File: config.mk
export PLATFORM = sky130hd
export DESIGN_NAME = bcd_target_counter_flat
export DESIGN_NICKNAME = d
export VERILOG_FILES = /design/src/rtl/bcd_target_counter_if.sv /design/src/rtl/bcd_target_counter.sv /design/src/flat_wrapper.sv
export SDC_FILE = /design/constraint.sdc
export NUM_CORES = 1
export LEC_CHECK = 0
export CAP_MARGIN = 20
export CORE_UTILIZATION = 35
export CTS_BUF_LIST = sky130_fd_sc_hd__clkbuf_16
export DETAILED_ROUTE_END_ITERATION = 10
export GPL_TIMING_DRIVEN = 0
export PLACE_DENSITY = 0.67
export SLEW_MARGIN = 15
export SYNTH_ARGS = -nofsm -noshare
export SYNTH_HDL_FRONTEND = slang
export SYNTH_SLANG_ARGS = --single-unit
File: constraint.sdc
create_clock -name clk_i -period 2.3 [get_ports clk_i]
set_input_delay 0.46 -clock clk_i [delete_from_list [all_inputs] [get_ports clk_i]]
set_output_delay 0.46 -clock clk_i [all_outputs]
set_load 0.02 [all_outputs]
File: src/rtl/bcd_target_counter_if.sv
// bcd_target_counter_if: handshake/bus bundle for bcd_target_counter.
// The direction signal and its modport entries exist only when the
// BCD_DOWN_COUNT_EN macro is defined.
interface bcd_target_counter_if #(
  parameter int DIGITS = 4
);
  logic                  start;
  logic                  en;
  logic [4*DIGITS-1:0]   target;
`ifdef BCD_DOWN_COUNT_EN
  logic                  dir;
`endif
  logic [4*DIGITS-1:0]   count;
  logic                  busy;
  logic                  done;
  logic                  err;

`ifdef BCD_DOWN_COUNT_EN
  modport master (output start, en, target, dir, input count, busy, done, err);
  modport slave  (input start, en, target, dir, output count, busy, done, err);
`else
  modport master (output start, en, target, input count, busy, done, err);
  modport slave  (input start, en, target, output count, busy, done, err);
`endif
endinterface

File: src/rtl/bcd_target_counter.sv
// bcd_target_counter: packed-BCD counter that runs from a start value to an
// end value and pulses DONE when it gets there.
// Optional feature macro: BCD_DOWN_COUNT_EN (adds DIR and down counting).
// Illegal targets (any digit > 9) are rejected with a one-cycle ERR pulse.
module bcd_target_counter #(
  parameter int DIGITS = 4
) (
  input  logic                       clk_i,
  input  logic                       rst_i,
  bcd_target_counter_if.slave        bus
);

  localparam int W = 4 * DIGITS;

  typedef enum logic [0:0] {
    ST_IDLE = 1'b0,
    ST_RUN  = 1'b1
  } state_t;

  state_t          state_q;
  logic [W-1:0]    count_q;
  logic [W-1:0]    tgt_q;
  logic            busy_q;
  logic            done_q;
  logic            err_q;
`ifdef BCD_DOWN_COUNT_EN
  logic            dir_q;
`endif

  logic            at_end_d;
  logic [W-1:0]    step_d;
  logic [W-1:0]    load_d;
  logic            tgt_ok_d;

  // True when every digit of v is a legal BCD digit.
  function automatic logic bcd_valid(input logic [W-1:0] v);
    logic ok;
    ok = 1'b1;
    for (int i = 0; i < DIGITS; i++) begin
      if (v[4*i +: 4] > 4'd9) begin
        ok = 1'b0;
      end else begin
        ok = ok;
      end
    end
    return ok;
  endfunction

  // BCD increment with ripple carry; all-9s wraps to all-0s.
  function automatic logic [W-1:0] bcd_inc(input logic [W-1:0] v);
    logic [W-1:0] r;
    logic         c;
    r = v;
    c = 1'b1;
    for (int i = 0; i < DIGITS; i++) begin
      if (c) begin
        if (v[4*i +: 4] >= 4'd9) begin
          r[4*i +: 4] = 4'd0;
          c = 1'b1;
        end else begin
          r[4*i +: 4] = v[4*i +: 4] + 4'd1;
          c = 1'b0;
        end
      end else begin
        r[4*i +: 4] = v[4*i +: 4];
      end
    end
    return r;
  endfunction

`ifdef BCD_DOWN_COUNT_EN
  // BCD decrement with ripple borrow; all-0s wraps to all-9s.
  function automatic logic [W-1:0] bcd_dec(input logic [W-1:0] v);
    logic [W-1:0] r;
    logic         b;
    r = v;
    b = 1'b1;
    for (int i = 0; i < DIGITS; i++) begin
      if (b) begin
        if (v[4*i +: 4] == 4'd0) begin
          r[4*i +: 4] = 4'd9;
          b = 1'b1;
        end else begin
          r[4*i +: 4] = v[4*i +: 4] - 4'd1;
          b = 1'b0;
        end
      end else begin
        r[4*i +: 4] = v[4*i +: 4];
      end
    end
    return r;
  endfunction
`endif

  // Next-step value, end-of-run detection and load value for the current run.
  always_comb begin
    at_end_d = 1'b0;
    step_d   = count_q;
    load_d   = {W{1'b0}};
    tgt_ok_d = bcd_valid(bus.target);
`ifdef BCD_DOWN_COUNT_EN
    if (dir_q) begin
      at_end_d = (count_q == {W{1'b0}});
      step_d   = bcd_dec(count_q);
    end else begin
      at_end_d = (count_q == tgt_q);
      step_d   = bcd_inc(count_q);
    end
    if (bus.dir) begin
      load_d = bus.target;
    end else begin
      load_d = {W{1'b0}};
    end
`else
    at_end_d = (count_q == tgt_q);
    step_d   = bcd_inc(count_q);
`endif
  end

  // Control FSM with registered COUNT/BUSY/DONE/ERR; START beats everything.
  always_ff @(posedge clk_i or posedge rst_i) begin
    if (rst_i) begin
      state_q <= ST_IDLE;
      count_q <= {W{1'b0}};
      tgt_q   <= {W{1'b0}};
      busy_q  <= 1'b0;
      done_q  <= 1'b0;
      err_q   <= 1'b0;
`ifdef BCD_DOWN_COUNT_EN
      dir_q   <= 1'b0;
`endif
    end else begin
      done_q <= 1'b0;
      err_q  <= 1'b0;
      if (bus.start) begin
        if (tgt_ok_d) begin
          tgt_q   <= bus.target;
          count_q <= load_d;
          state_q <= ST_RUN;
          busy_q  <= 1'b1;
`ifdef BCD_DOWN_COUNT_EN
          dir_q   <= bus.dir;
`endif
        end else begin
          err_q <= 1'b1;
        end
      end else begin
        case (state_q)
          ST_IDLE: begin
            busy_q <= 1'b0;
          end
          ST_RUN: begin
            if (at_end_d) begin
              done_q  <= 1'b1;
              state_q <= ST_IDLE;
              busy_q  <= 1'b0;
            end else if (bus.en) begin
              count_q <= step_d;
            end else begin
              count_q <= count_q;
            end
          end
          default: begin
            state_q <= ST_IDLE;
            busy_q  <= 1'b0;
          end
        endcase
      end
    end
  end

  assign bus.count = count_q;
  assign bus.busy  = busy_q;
  assign bus.done  = done_q;
  assign bus.err   = err_q;

endmodule

File: src/flat_wrapper.sv
// flat-port wrapper written by rule: the top's interface ports become plain ports
module bcd_target_counter_flat 
#(
  parameter int DIGITS = 4
)
  (clk_i, rst_i, bus_start, bus_en, bus_target, bus_count, bus_busy, bus_done, bus_err);
  bcd_target_counter_if #(.DIGITS(DIGITS)) bus_i ();
  input  logic clk_i;
  input  logic rst_i;
  input wire logic [$bits(bus_i.start)-1:0] bus_start;
  input wire logic [$bits(bus_i.en)-1:0] bus_en;
  input wire logic [$bits(bus_i.target)-1:0] bus_target;
  output wire logic [$bits(bus_i.count)-1:0] bus_count;
  output wire logic [$bits(bus_i.busy)-1:0] bus_busy;
  output wire logic [$bits(bus_i.done)-1:0] bus_done;
  output wire logic [$bits(bus_i.err)-1:0] bus_err;
  assign bus_i.start = bus_start;
  assign bus_i.en = bus_en;
  assign bus_i.target = bus_target;
  assign bus_count = bus_i.count;
  assign bus_busy = bus_i.busy;
  assign bus_done = bus_i.done;
  assign bus_err = bus_i.err;
  bcd_target_counter #(.DIGITS(DIGITS)) u_core (.clk_i(clk_i), .rst_i(rst_i), .bus(bus_i));
endmodule
### Yosys cells after proc, flatten, opt, wreduce, memory -nomap -nowiden

Index checks and enable logic that the tools add are counted.

* flip-flop bits (word level): 36
* output and inout bits: 19
* word-level logic and storage cells: 70

* add/sub/neg operators: 4
* $lt $le $gt $ge: 8
* eq/ne operators: 4
* mux-type cells: 33
* bitwise operators: 1
* reduce and logical (&&, ||, !) cells: 11

Operator list (count)
* $mux 16: 5
* $mux 4: 7
* $mux 1: 20
* $add 4x1->4 const B: 4
* $eq 16x16->1: 1
* $ge 4x4->1 const B: 4
* $gt 4x4->1 const B: 4
* $reduce_and 5->1: 3
* $reduce_bool 2->1: 5
* $reduce_and 2->1: 2
* $reduce_and 4->1: 1
* $ne 3x3->1 const B: 1
* $ne 2x1->1 const B: 1
* $ne 2x2->1 const B: 1
* $pmux 1 s2: 1
* $not 1->1: 1

### Depth between registers and ports, before layout

* word-level depth: 9
* depth in mapped cells: 9
* mapped depth without buffers: 8

### Worst setup path after synthesis

Ideal clock, no wire load.

* path kind: reg-to-reg
* from: reg u_core.count_q[0] (netlist: u_core.bus.count[0])
* to: reg u_core.count_q[11] (netlist: u_core.bus.count[11])
* setup time: 0.135 ns
* arrival: 2.165 ns
* slack: 0.000 ns
* cell stages (with the launch flop): 10
* cell sequence: dfrtp_1 -> inv_1 -> ha_1 -> or3b_2 -> or4b_4 -> o22ai_2 -> a21bo_1 -> buf_6 -> o21ai_1 -> o41ai_2

* cells in the longest elaborated chain, start to end: 5
* elaborated cells on any way between the ends: 7

Ends and longest elaborated chain
* start, declared: line bcd_target_counter.sv:21 `logic [W-1:0] count_q;`
* start signal, assigned: line bcd_target_counter.sv:124 `count_q <= {W{1'b0}};`
* start signal, assigned: line bcd_target_counter.sv:138 `count_q <= load_d;`
* start signal, assigned: line bcd_target_counter.sv:158 `count_q <= step_d;`
* $ge 4x4->1: line bcd_target_counter.sv:57 `if (v[4*i +: 4] >= 4'd9) begin`
* $mux 1: line bcd_target_counter.sv:57
* $mux 1: line bcd_target_counter.sv:56 `if (c) begin`
* $reduce_bool 2->1 (no source line)
* $reduce_and 5->1 (no source line) (*)

Mark *: on every way between the ends. The rest lies on a longest branch, timed or not.
A chain may end at the register's enable or synchronous reset.

### Worst setup path after layout

* from: reg u_core.count_q[0] (netlist: u_core.bus.count[0])
* to: reg u_core.count_q[12] (netlist: u_core.bus.count[12])

* cells in the longest elaborated chain, start to end: 6
* elaborated cells on any way between the ends: 8

Ends and longest elaborated chain (line)
* $ge 4x4->1: bcd_target_counter.sv:57
* $mux 1: bcd_target_counter.sv:57
* $mux 1 (2 in a row): bcd_target_counter.sv:56
* $reduce_bool 2->1 (no source line)
* $reduce_and 5->1 (no source line) (*)

Marks and branches as above.

==> results_dict.tcl <==
set metrics [dict create \
    routabilityCongestion 0.773 \
    fin_nets 269 \
    clk_pin_slew_ps 50 \
    path_buf_inv 1 \
    yosys.area.top_type_share 0.453 \
    syn-num-nets 220 \
    fin_area_um2 2670 \
    dpl-instance-area_um2 2490 \
    grt_usage 0.162 \
    synth.cell_area_um2 1990 \
    synth_edf_count 0 \
    coreArea_um2 5510 \
    worstPathArrival_ps 2410 \
    clkSinkCount 36 \
    power_frac_seq 0.382 \
    synth_ff_type "dfrtp_1" \
    syn_avg_cell_area_um2 10.6 \
    irDropWorstVdd_v 0.000401 \
    swShare 0.344 \
    cts_tree "yes" \
    path_class "reg -> reg" \
    min_path_type "in -> async" \
    routed_wl_mm 4.43 \
    crit_path_max_fanout 4 \
    crit_path_start_kind "register" \
    grt_overflow 0 \
    post_drt_wl_per_cell_um 14.3 \
    yosysTopAreaCell "dfrtp_1" \
    wl_met3_um 194 \
    p_leak_nw 1.17 \
    finalCriticalPeriod_ps 2240 \
    h-tree-depth 2 \
    die_area_um2 5990 \
    grt_max_degree 23 \
    vias_per_cell 5.05 \
    mostFrequentLayoutCells "clkdlybuf4s50_1, dfrtp_1, mux2_2" \
    grt_pass1_wl_mm 7.45 \
    power_mw 2.59 \
    maxUsedRoutingLayer "met4" \
    routed-wl-met2_mm 2.23 \
    power.internal_mw 1.70 \
    numPlacedInstances 299 \
    grt_pass1_vias 1557 \
    antenna_found_initial 0 \
    ios 39 \
    die_h_um 77.4 \
    clkPwrFrac 0.246 \
    relSlewSlack 0.624 \
    initial_core_util 0.362 \
    rows 27 \
    met1_length_mm 1.96 \
    synth_area_leaders "dfrtp_1, mux2_2, ha_1" \
    fill_cells 507 \
    yosysSeqAreaShare 0.453 \
    diodes 0 \
    power_switching_mw 0.890 \
    slew_violations 0 \
    netlist_instances 188 \
    cts_buffers 5 \
    drive_above_1_share 0.176 \
    final_common_cell "clkdlybuf4s50_1" \
    setup_violations 0 \
    drc_errors 0 \
    pwr-share-comb 0.371 \
    cts_buffer_depth 2 \
    synth.distinct_cells 36 \
    async_flop_share 1.00 \
    final_core_util 0.485 \
    cap_violations 0 \
    setup_ws_ps 55.8 \
    max_clock_freq_ghz 0.446 \
    end_kind "register" \
    tightest_slew_ps 559 \
    power-per-cell-area_nw_per_um2 969 \
    tns_ps 0 \
    cpLargestDelayFamily "simple AND/OR/NAND/NOR gates" \
    num_vias 1565 \
    area_growth_pct 34.1 \
    max_stage_delay_ps 490 \
    detail_route.first_pass.iterations 4 \
    min_period_over_period 0.976 \
    cpMaxStageDelayCell "or3b_2" \
    detail-route-antenna-nets 0 \
    clkLatencyLatePin_ps 280 \
    ys_ff_latch 36 \
    place_hpwl_mm 3.23 \
    hold_ws_ps 483 \
    status "complete, no violations" \
    dp_slack_ps -406 \
    fin_skew_ps 2.84 \
    clock-root-buffer "clkbuf_16" \
    die_w_um 77.4 \
    yosys_warnings 0 \
    path_cells "buf_4, ha_1, or3b_2, or4b_4, o22ai_4, nand3_1, mux2_2" \
    hold_viol 0 \
    initialDrtViolationCount 67 \
    io_buffers 38 \
    cp_data_required_time_ps 2470 \
    stdcell_count 310 \
    rsz0062_at_grt "true" \
]
state kept, by name (all words and copies together), names as in the netlist:
signal            flops
u_core.bus.busy       1
u_core.bus.count     16
u_core.bus.done       1
u_core.bus.err        1
u_core.state_q        1
u_core.tgt_q         16
synthesized netlist by cell type, drive strengths merged, types with 2 or more instances:
cell type,instances
a21o,3
a21oi,5
a31oi,2
and3,2
buf,2
clkbuf,2
dfrtp,36
ha,12
inv,14
mux2,18
mux2i,4
nand2,17
nand3,4
nand3b,3
nand4,4
nor2,10
nor3,2
o21ai,14
o2bb2ai,3
o31ai,2
or3b,2
xnor2,15
worst register-to-register path: stages, from the launching register on:
cell	delay, ps
dfrtp_2	420
buf_4	150
ha_1	180
or3b_2	490
or4b_4	240
o22ai_4	70
nand3_1	230
mux2_2	360
layer usage:
layer / vias to the layer above / GRT usage
met2: 29 / 0.267
met4: 0 / 0.0453
met3: 7 / 0.0471
met5: - / 0
met1: 779 / 0.206
li1: 750 / -
timing repair:
action	4_1_cts	5_1_grt
resized for setup	3	11
setup buffers	0	3
hold buffers	0	0
endpoints found under the setup margin	15	14
pin swaps	0	1
power groups by stage:
stage          Combinational (mW)  Clock, mW  Sequential, mW
2_1_floorplan               0.493          0            1.06
3_3_place_gp                0.884          0            1.00
3_5_place_dp                0.908          0            1.01
4_1_cts                     0.921      0.648           0.999
5_1_grt                      1.07      0.671            1.02
6_report                    0.960      0.637           0.988
worst paths after layout:
kind	startpoint	endpoint	slack (ps)	cells after the start
setup reg to reg	u_core.bus.count[0]	u_core.bus.count[12]	60	7
min in group clk_i	u_core.tgt_q[11]	u_core.tgt_q[11]	530	1
hold / removal	rst_i	u_core.bus.count[14]	480	2
hold reg to reg	u_core.tgt_q[11]	u_core.tgt_q[11]	530	1
setup / recovery	u_core.bus.count[0]	u_core.bus.count[12]	60	7
max in group asynchronous	rst_i	u_core.bus.err	1380	3
cell families after synthesis:
family | count (synthesis) | share of synthesized area
multiplexers | 22 | 0.122
buffers and inverters | 18 | 0.0377
AO/OA/AOI/OAI | 34 | 0.113
XOR/XNOR | 16 | 0.0704
AND/OR/NAND/NOR | 50 | 0.129
flip-flops | 36 | 0.453
adder cells (fa/ha/maj) | 12 | 0.0754
layout make-up:
cell class | instances | area [µm²] | share of cell area
Sequential cell | 36 | 902 | 0.338
Inverter | 14 | 52.6 | 0.0197
Tap cell | 72 | 90.1 | 0.0338
Clock buffer | 5 | 125 | 0.0469
Timing Repair Buffer | 42 | 430 | 0.161
Buffer | 4 | 26.3 | 0.00985
Clock inverter | 3 | 11.3 | 0.00422
Multi-Input combinational cell | 134 | 1030 | 0.386
Power figures use the tool's default switching activity.
